--- src/rtl/npc_pkg.sv ---
// rtl/npc_pkg.sv - shared NPC core constants, types and pending-counter helper
package npc_pkg;

    localparam int XLEN_DEF = 32;
    localparam int NREG_DEF = 32;

    typedef logic [4:0]          reg_addr_t;
    typedef logic [XLEN_DEF-1:0] xlen_t;

    // Largest value a pending counter of the given width can hold.
    function automatic int pend_max(input int pend_w);
        return (1 << pend_w) - 1;
    endfunction

endpackage

--- src/rtl/regfile_sb_rport.sv ---
// rtl/regfile_sb_rport.sv - one read port: register mux, writeback bypass, operand-ready
module regfile_sb_rport
    import npc_pkg::*;
#(
    parameter int XLEN     = XLEN_DEF,
    parameter int NUM_REGS = NREG_DEF,
    parameter int PEND_W   = 2,
    parameter int BYPASS   = 1,
    parameter int AW       = $clog2(NUM_REGS)
) (
    input  logic [AW-1:0]              addr,
    input  logic [NUM_REGS*XLEN-1:0]   regs_flat,
    input  logic [NUM_REGS*PEND_W-1:0] pend_flat,
    input  logic                       wr_en,
    input  logic [AW-1:0]              wr_addr,
    input  logic [XLEN-1:0]            wr_data,
    output logic [XLEN-1:0]            data,
    output logic                       ready
);

    logic [PEND_W-1:0] pend_cur;
    logic              hit;

    // x0 reads as ready zero; a same-cycle writeback resolves exactly one pending write
    always_comb begin
        pend_cur = pend_flat[addr*PEND_W +: PEND_W];
        hit      = (BYPASS != 0) && wr_en && (wr_addr == addr);
        data     = regs_flat[addr*XLEN +: XLEN];
        ready    = (pend_cur == '0);
        if (addr == '0) begin
            data  = '0;
            ready = 1'b1;
        end else if (hit) begin
            data  = wr_data;
            ready = (pend_cur <= PEND_W'(1));
        end
    end

endmodule

--- src/rtl/regfile_sb.sv ---
// rtl/regfile_sb.sv - integer register file with write bypass and pending-write scoreboard
module regfile_sb
    import npc_pkg::*;
#(
    parameter int XLEN     = XLEN_DEF,
    parameter int NUM_REGS = NREG_DEF,
    parameter int NR_RD    = 2,
    parameter int BYPASS   = 1,
    parameter int PEND_W   = 2
) (
    input  logic                          clk,
    input  logic                          rst_n,
    input  logic [NR_RD*$clog2(NUM_REGS)-1:0] rd_addr,
    output logic [NR_RD*XLEN-1:0]         rd_data,
    output logic [NR_RD-1:0]              rd_ready,
    input  logic                          wr_en,
    input  logic [$clog2(NUM_REGS)-1:0]   wr_addr,
    input  logic [XLEN-1:0]               wr_data,
    input  logic                          iss_en,
    input  logic [$clog2(NUM_REGS)-1:0]   iss_rd,
    output logic                          iss_full,
    input  logic                          flush
);

    localparam int                AW       = $clog2(NUM_REGS);
    localparam logic [PEND_W-1:0] PEND_MAX = PEND_W'(pend_max(PEND_W));

    logic [XLEN-1:0]            regs     [NUM_REGS];
    logic [PEND_W-1:0]          pend     [NUM_REGS];
    logic [PEND_W-1:0]          pend_nxt [NUM_REGS];
    logic [NUM_REGS*XLEN-1:0]   regs_flat;
    logic [NUM_REGS*PEND_W-1:0] pend_flat;

    // Register storage; x0 is never written so it stays zero from reset
    always_ff @(posedge clk or negedge rst_n) begin
        if (!rst_n) begin
            for (int r = 0; r < NUM_REGS; r++) regs[r] <= '0;
        end else if (wr_en && wr_addr != '0) begin
            regs[wr_addr] <= wr_data;
        end
    end

    // Scoreboard next state: flush wins, then issue+writeback to the same reg cancels out
    always_comb begin
        for (int r = 0; r < NUM_REGS; r++) pend_nxt[r] = pend[r];
        if (flush) begin
            for (int r = 0; r < NUM_REGS; r++) pend_nxt[r] = '0;
        end else if (!(iss_en && wr_en && iss_rd == wr_addr)) begin
            if (iss_en && iss_rd != '0 && pend[iss_rd] != PEND_MAX)
                pend_nxt[iss_rd] = pend[iss_rd] + PEND_W'(1);
            if (wr_en && wr_addr != '0 && pend[wr_addr] != '0)
                pend_nxt[wr_addr] = pend[wr_addr] - PEND_W'(1);
        end
    end

    // Scoreboard state register
    always_ff @(posedge clk or negedge rst_n) begin
        if (!rst_n) begin
            for (int r = 0; r < NUM_REGS; r++) pend[r] <= '0;
        end else begin
            for (int r = 0; r < NUM_REGS; r++) pend[r] <= pend_nxt[r];
        end
    end

    // Flatten storage so each read port can index it with a plain part-select
    always_comb begin
        regs_flat = '0;
        pend_flat = '0;
        for (int r = 0; r < NUM_REGS; r++) begin
            regs_flat[r*XLEN +: XLEN]     = regs[r];
            pend_flat[r*PEND_W +: PEND_W] = pend[r];
        end
    end

    assign iss_full = (pend[iss_rd] == PEND_MAX) && (iss_rd != '0);

    for (genvar i = 0; i < NR_RD; i++) begin : g_rport
        regfile_sb_rport #(
            .XLEN     (XLEN),
            .NUM_REGS (NUM_REGS),
            .PEND_W   (PEND_W),
            .BYPASS   (BYPASS),
            .AW       (AW)
        ) u_rport (
            .addr      (rd_addr[i*AW +: AW]),
            .regs_flat (regs_flat),
            .pend_flat (pend_flat),
            .wr_en     (wr_en),
            .wr_addr   (wr_addr),
            .wr_data   (wr_data),
            .data      (rd_data[i*XLEN +: XLEN]),
            .ready     (rd_ready[i])
        );
    end

    iss_overflow_a: assert property (@(posedge clk) disable iff (!rst_n)
        !(iss_en && iss_full && !flush));

endmodule

--- config.mk ---
export PLATFORM = sky130hd
export DESIGN_NAME = regfile_sb
export DESIGN_NICKNAME = d
export VERILOG_FILES = /design/src/rtl/npc_pkg.sv /design/src/rtl/regfile_sb_rport.sv /design/src/rtl/regfile_sb.sv
export SDC_FILE = /design/constraint.sdc
export NUM_CORES = 2
export LEC_CHECK = 0
export CORE_UTILIZATION = 52
export DETAILED_ROUTE_END_ITERATION = 10
export PLACE_DENSITY = 0.77
export SYNTH_ARGS = -nofsm -noshare
export SYNTH_HDL_FRONTEND = slang
export SYNTH_SLANG_ARGS = --single-unit
--- constraint.sdc ---
create_clock -name clk -period 5.55 [get_ports clk]
set_input_delay 1.11 -clock clk [delete_from_list [all_inputs] [get_ports clk]]
set_output_delay 1.11 -clock clk [all_outputs]
set_load 0.01 [all_outputs]
==> flow_metrics.env <==
export IMPL_finalInstanceArea_mm2=0.06881
export IMPL_numCtsBuffers=112
export IMPL_die_width_um=346.2
export IMPL_drc=0
export IMPL_powerDensity_mw_per_mm2=338.3
export IMPL_hold_viol=0
export IMPL_syn_num_nets=4384
export IMPL_cts_resized=0
export IMPL_io_pins=124
export IMPL_fin_crit_sh_pct=97.02
export IMPL_grt_start_max_net_pins=134
export IMPL_cts_root_buffer="clkbuf_16"
export IMPL_fmax_mhz=185.7
export IMPL_first_global_vias=42810
export IMPL_switching_share_pct=27.51
export IMPL_grt_use_total_pct=31.87
export IMPL_p_int_uw=16870
export IMPL_ys_seq_area_share_pct=44.18
export IMPL_report_final_slew_viol_count=0
export IMPL_crit_fanout=8
export IMPL_fillCellCount=8739
export IMPL_clkLatencyLatePin_ns=0.73
export IMPL_ant_nets=0
export IMPL_synthFlopType="dfrtp_1"
export IMPL_p_seq_share_pct=44.6
export IMPL_grt_pass1_wl_mm=285.7
export IMPL_netlist_area_mm2=0.06162
export IMPL_coreArea_mm2=0.1168
export IMPL_fin_setup_tns_ns=0
export IMPL_antenna_found_initial=6
export IMPL_status="complete, no violations"
export IMPL_die_h_um=346.2
export IMPL_row_count=125
export IMPL_p_switching_uw=6404
export IMPL_hpwl_mm=116.7
export IMPL_area_growth_syn_to_layout_pct=11.66
export IMPL_first_pass_iters=6
export IMPL_cts_tree="yes"
export IMPL_crit_path_start_kind="input pin"
export IMPL_hold_class="register to register"
export IMPL_synth_top_area_share_pct=44.18
export IMPL_dp_slack_ns=0.2625
export IMPL_peakVddDrop_mv=0.2651
export IMPL_synth_distinct_cells=78
export IMPL_p_comb_share_pct=21.6
export IMPL_ys_ff_latch=1088
export IMPL_power_uw=23280
export IMPL_rsz0062_at_grt="false"
export IMPL_synth_area_top_cells="dfrtp_1 44%, mux4_2 21%, mux2_2 18%, mux2i_1 4.5%, clkbuf_1 1.8%"
export IMPL_path_class="input pin to primary output"
export IMPL_globalRouteOverflowTotal=0
export IMPL_crit_required_ns=4.44
export IMPL_yosysWarnings=0
export IMPL_wl_per_cell_um=32.04
export IMPL_seq_area_mm2=0.02723
export IMPL_vias_per_cell=7.101
export IMPL_max_slew_worst_pin_slew_ns=1.109
export IMPL_syn_inst=4325
export IMPL_fin_skew_ns=0.04993
export IMPL_finalSetupViolCount=0
export IMPL_routabilityCongestion=0.9315
export IMPL_start_util_pct=52.74
export IMPL_endpoint_kind="primary output"
export IMPL_htree_levels=3
export IMPL_num_nets_final=4356
export IMPL_avgSynthCellArea_um2=14.25
export IMPL_multi_input_area_mm2=0.03225
export IMPL_cts_buffer_depth=3
export IMPL_p_clk_share_pct=33.7
export IMPL_wirelength_mm=189.5
export IMPL_path_clk_slew_ns=0.06
export IMPL_place_area_mm2=0.06499
export IMPL_die_area_mm2=0.1199
export IMPL_yosys_area_top_type="dfrtp_1"
export IMPL_synth_async_reset_ratio_pct=100.0
export IMPL_fin_util_pct=58.89
export IMPL_crit_arrival_ns=4.27
export IMPL_route_vias_total=41990
export IMPL_period_minus_slack_ns=5.385
export IMPL_drtIter0Drc=4840
export IMPL_final_layout_size_suffix_gt1_share_pct=45.99
export IMPL_p_leak_uw=0.02975
export IMPL_port_buffers=123
export IMPL_max_slew_margin_pct=25.69
export IMPL_synth_edff_count=0
export IMPL_cap_violations=0
export IMPL_post_cts_buffers=0
export IMPL_clock_sinks=1088
export IMPL_hold_buffers=0
export IMPL_worst_slack_ns=0.1653
## layout make-up
class	count	area share, %
clock buffers	163	4.790
well taps	1524	2.771
flip-flops and latches	1088	39.57
clock inverters	42	0.7528
multi-input cells	2726	46.88
inverters	12	0.07274
diodes	1	0.003637
repair buffers	357	5.163
## stage by stage
stage,hold slack (ns),std cells
floorplan,0.4413,4325
CTS,0.3966,5912
detailed placement,0.3823,5707
global placement,0.3763,5707
global route,0.4083,5913
finish,0.3915,5913
## placed cells by master, fill, tap and decap left out, types with 11 or more instances in the layout
cell and instances:
a211o_1 20, a211oi_1 44, a21oi_1 28, a221o_1 29
a221oi_1 51, a22o_1 20, a22oi_1 24, a31oi_1 26
a32o_1 11, buf_12 44, buf_4 193, clkbuf_1 22
clkbuf_16 113, clkbuf_8 28, clkdlybuf4s50_1 113, clkinv_2 17
dfrtp_1 1088, mux2_2 961, mux2i_1 277, mux4_2 561
nand2_1 204, nand3_1 18, nor2_1 57, nor2_4 14
nor2b_1 56, nor3_1 15, o211a_1 13, o21ai_0 70
o221ai_1 34, o22ai_1 25, or2_2 15
## registers in the layout, indices dropped and copies added, names as in the netlist
name,count
regs,1024
pend,64
## critical path, cell delays in order
cell and delay (ns):
clkdlybuf4s50_1 0.64, xnor2_1 0.24, nand4_1 0.17, nor2_1 0.17
nor3_2 0.91, buf_4 0.32, a221o_1 0.16, clkdlybuf4s50_1 0.55
## final timing paths
| kind | to | from | slack (ns) | depth (start not counted) |
|---|---|---|---|---|
| max in group asynchronous | regs[74]$_DFFE_PN0P_ | rst_n | 3.74 | 2 |
| min in group asynchronous | regs[622]$_DFFE_PN0P_ | rst_n | 0.48 | 1 |
| min reg2reg | regs[1019]$_DFFE_PN0P_ | regs[1019]$_DFFE_PN0P_ | 0.39 | 0 |
| max | rd_data[26] | wr_addr[4] | 0.17 | 8 |
| max reg2reg | pend[22]$_DFFE_PN0P_ | pend[10]$_DFFE_PN0P_ | 2.13 | 10 |
| min | regs[1019]$_DFFE_PN0P_ | regs[1019]$_DFFE_PN0P_ | 0.39 | 0 |
## cells in the mapped netlist, types with 5 or more instances
cell type  number
a32o_1         11
nand3b_1        6
o21ai_1        12
mux2i_1       277
clkbuf_1      293
o221ai_1       34
a221oi_1       51
nand4_1         6
a31oi_1        26
o211a_1        13
a21oi_1        29
inv_1          10
nand3_1        20
buf_4          26
nor3_1         16
o21ai_0        70
buf_6          27
mux2_2        961
nor3b_1         5
a211o_1        20
buf_1          30
nor2b_1        58
nor2_1         72
a22oi_1        24
a211oi_1       44
xor2_1          5
a22o_1         20
a221o_1        29
mux4_2        561
xnor2_1        10
o22ai_1        25
and3_1          6
and2_1          5
dfrtp_1      1088
buf_2         120
or2_2          15
nand2_1       216
nand2b_1        8
## routing by layer
| layer | vias up | part of all wire [%] | global-route usage [%] |
|---|---|---|---|
| met3 | 605 | 10 | 7.509 |
| met4 | 8 | 5.5 | 15.38 |
| met5 | - | 0.024 | 0 |
| met1 | 22250 | 39 | 43.93 |
| li1 | 16730 | - | - |
| met2 | 2393 | 45 | 47.80 |
## kinds of logic (layout without fill, tap and decap cells)
kind of cell    after synthesis  in the layout  share of synthesized area (%)
compound gates              440            440                          5.326
simple gates                466            466                          3.693
mux                        1803           1803                          42.64
other cells                   0              1                              0
xor+xnor                     15             15                         0.2132
buf+inv                     511            574                          3.907
fa+ha+maj                     2              2                        0.04060
flops                      1088           1088                          44.18
## power by group through the flow
| stage | Sequential [uW] | Clock (uW) | Combinational [uW] |
|---|---|---|---|
| 6_report | 10400 | 7850 | 5030 |
| 5_1_grt | 10600 | 8230 | 5330 |
| 4_1_cts | 10400 | 7910 | 5020 |
| 3_5_place_dp | 10500 | 0 | 4990 |
| 3_3_place_gp | 10400 | 0 | 4860 |
| 2_1_floorplan | 10100 | 0 | 3690 |
Power figures use the tool's default switching activity.
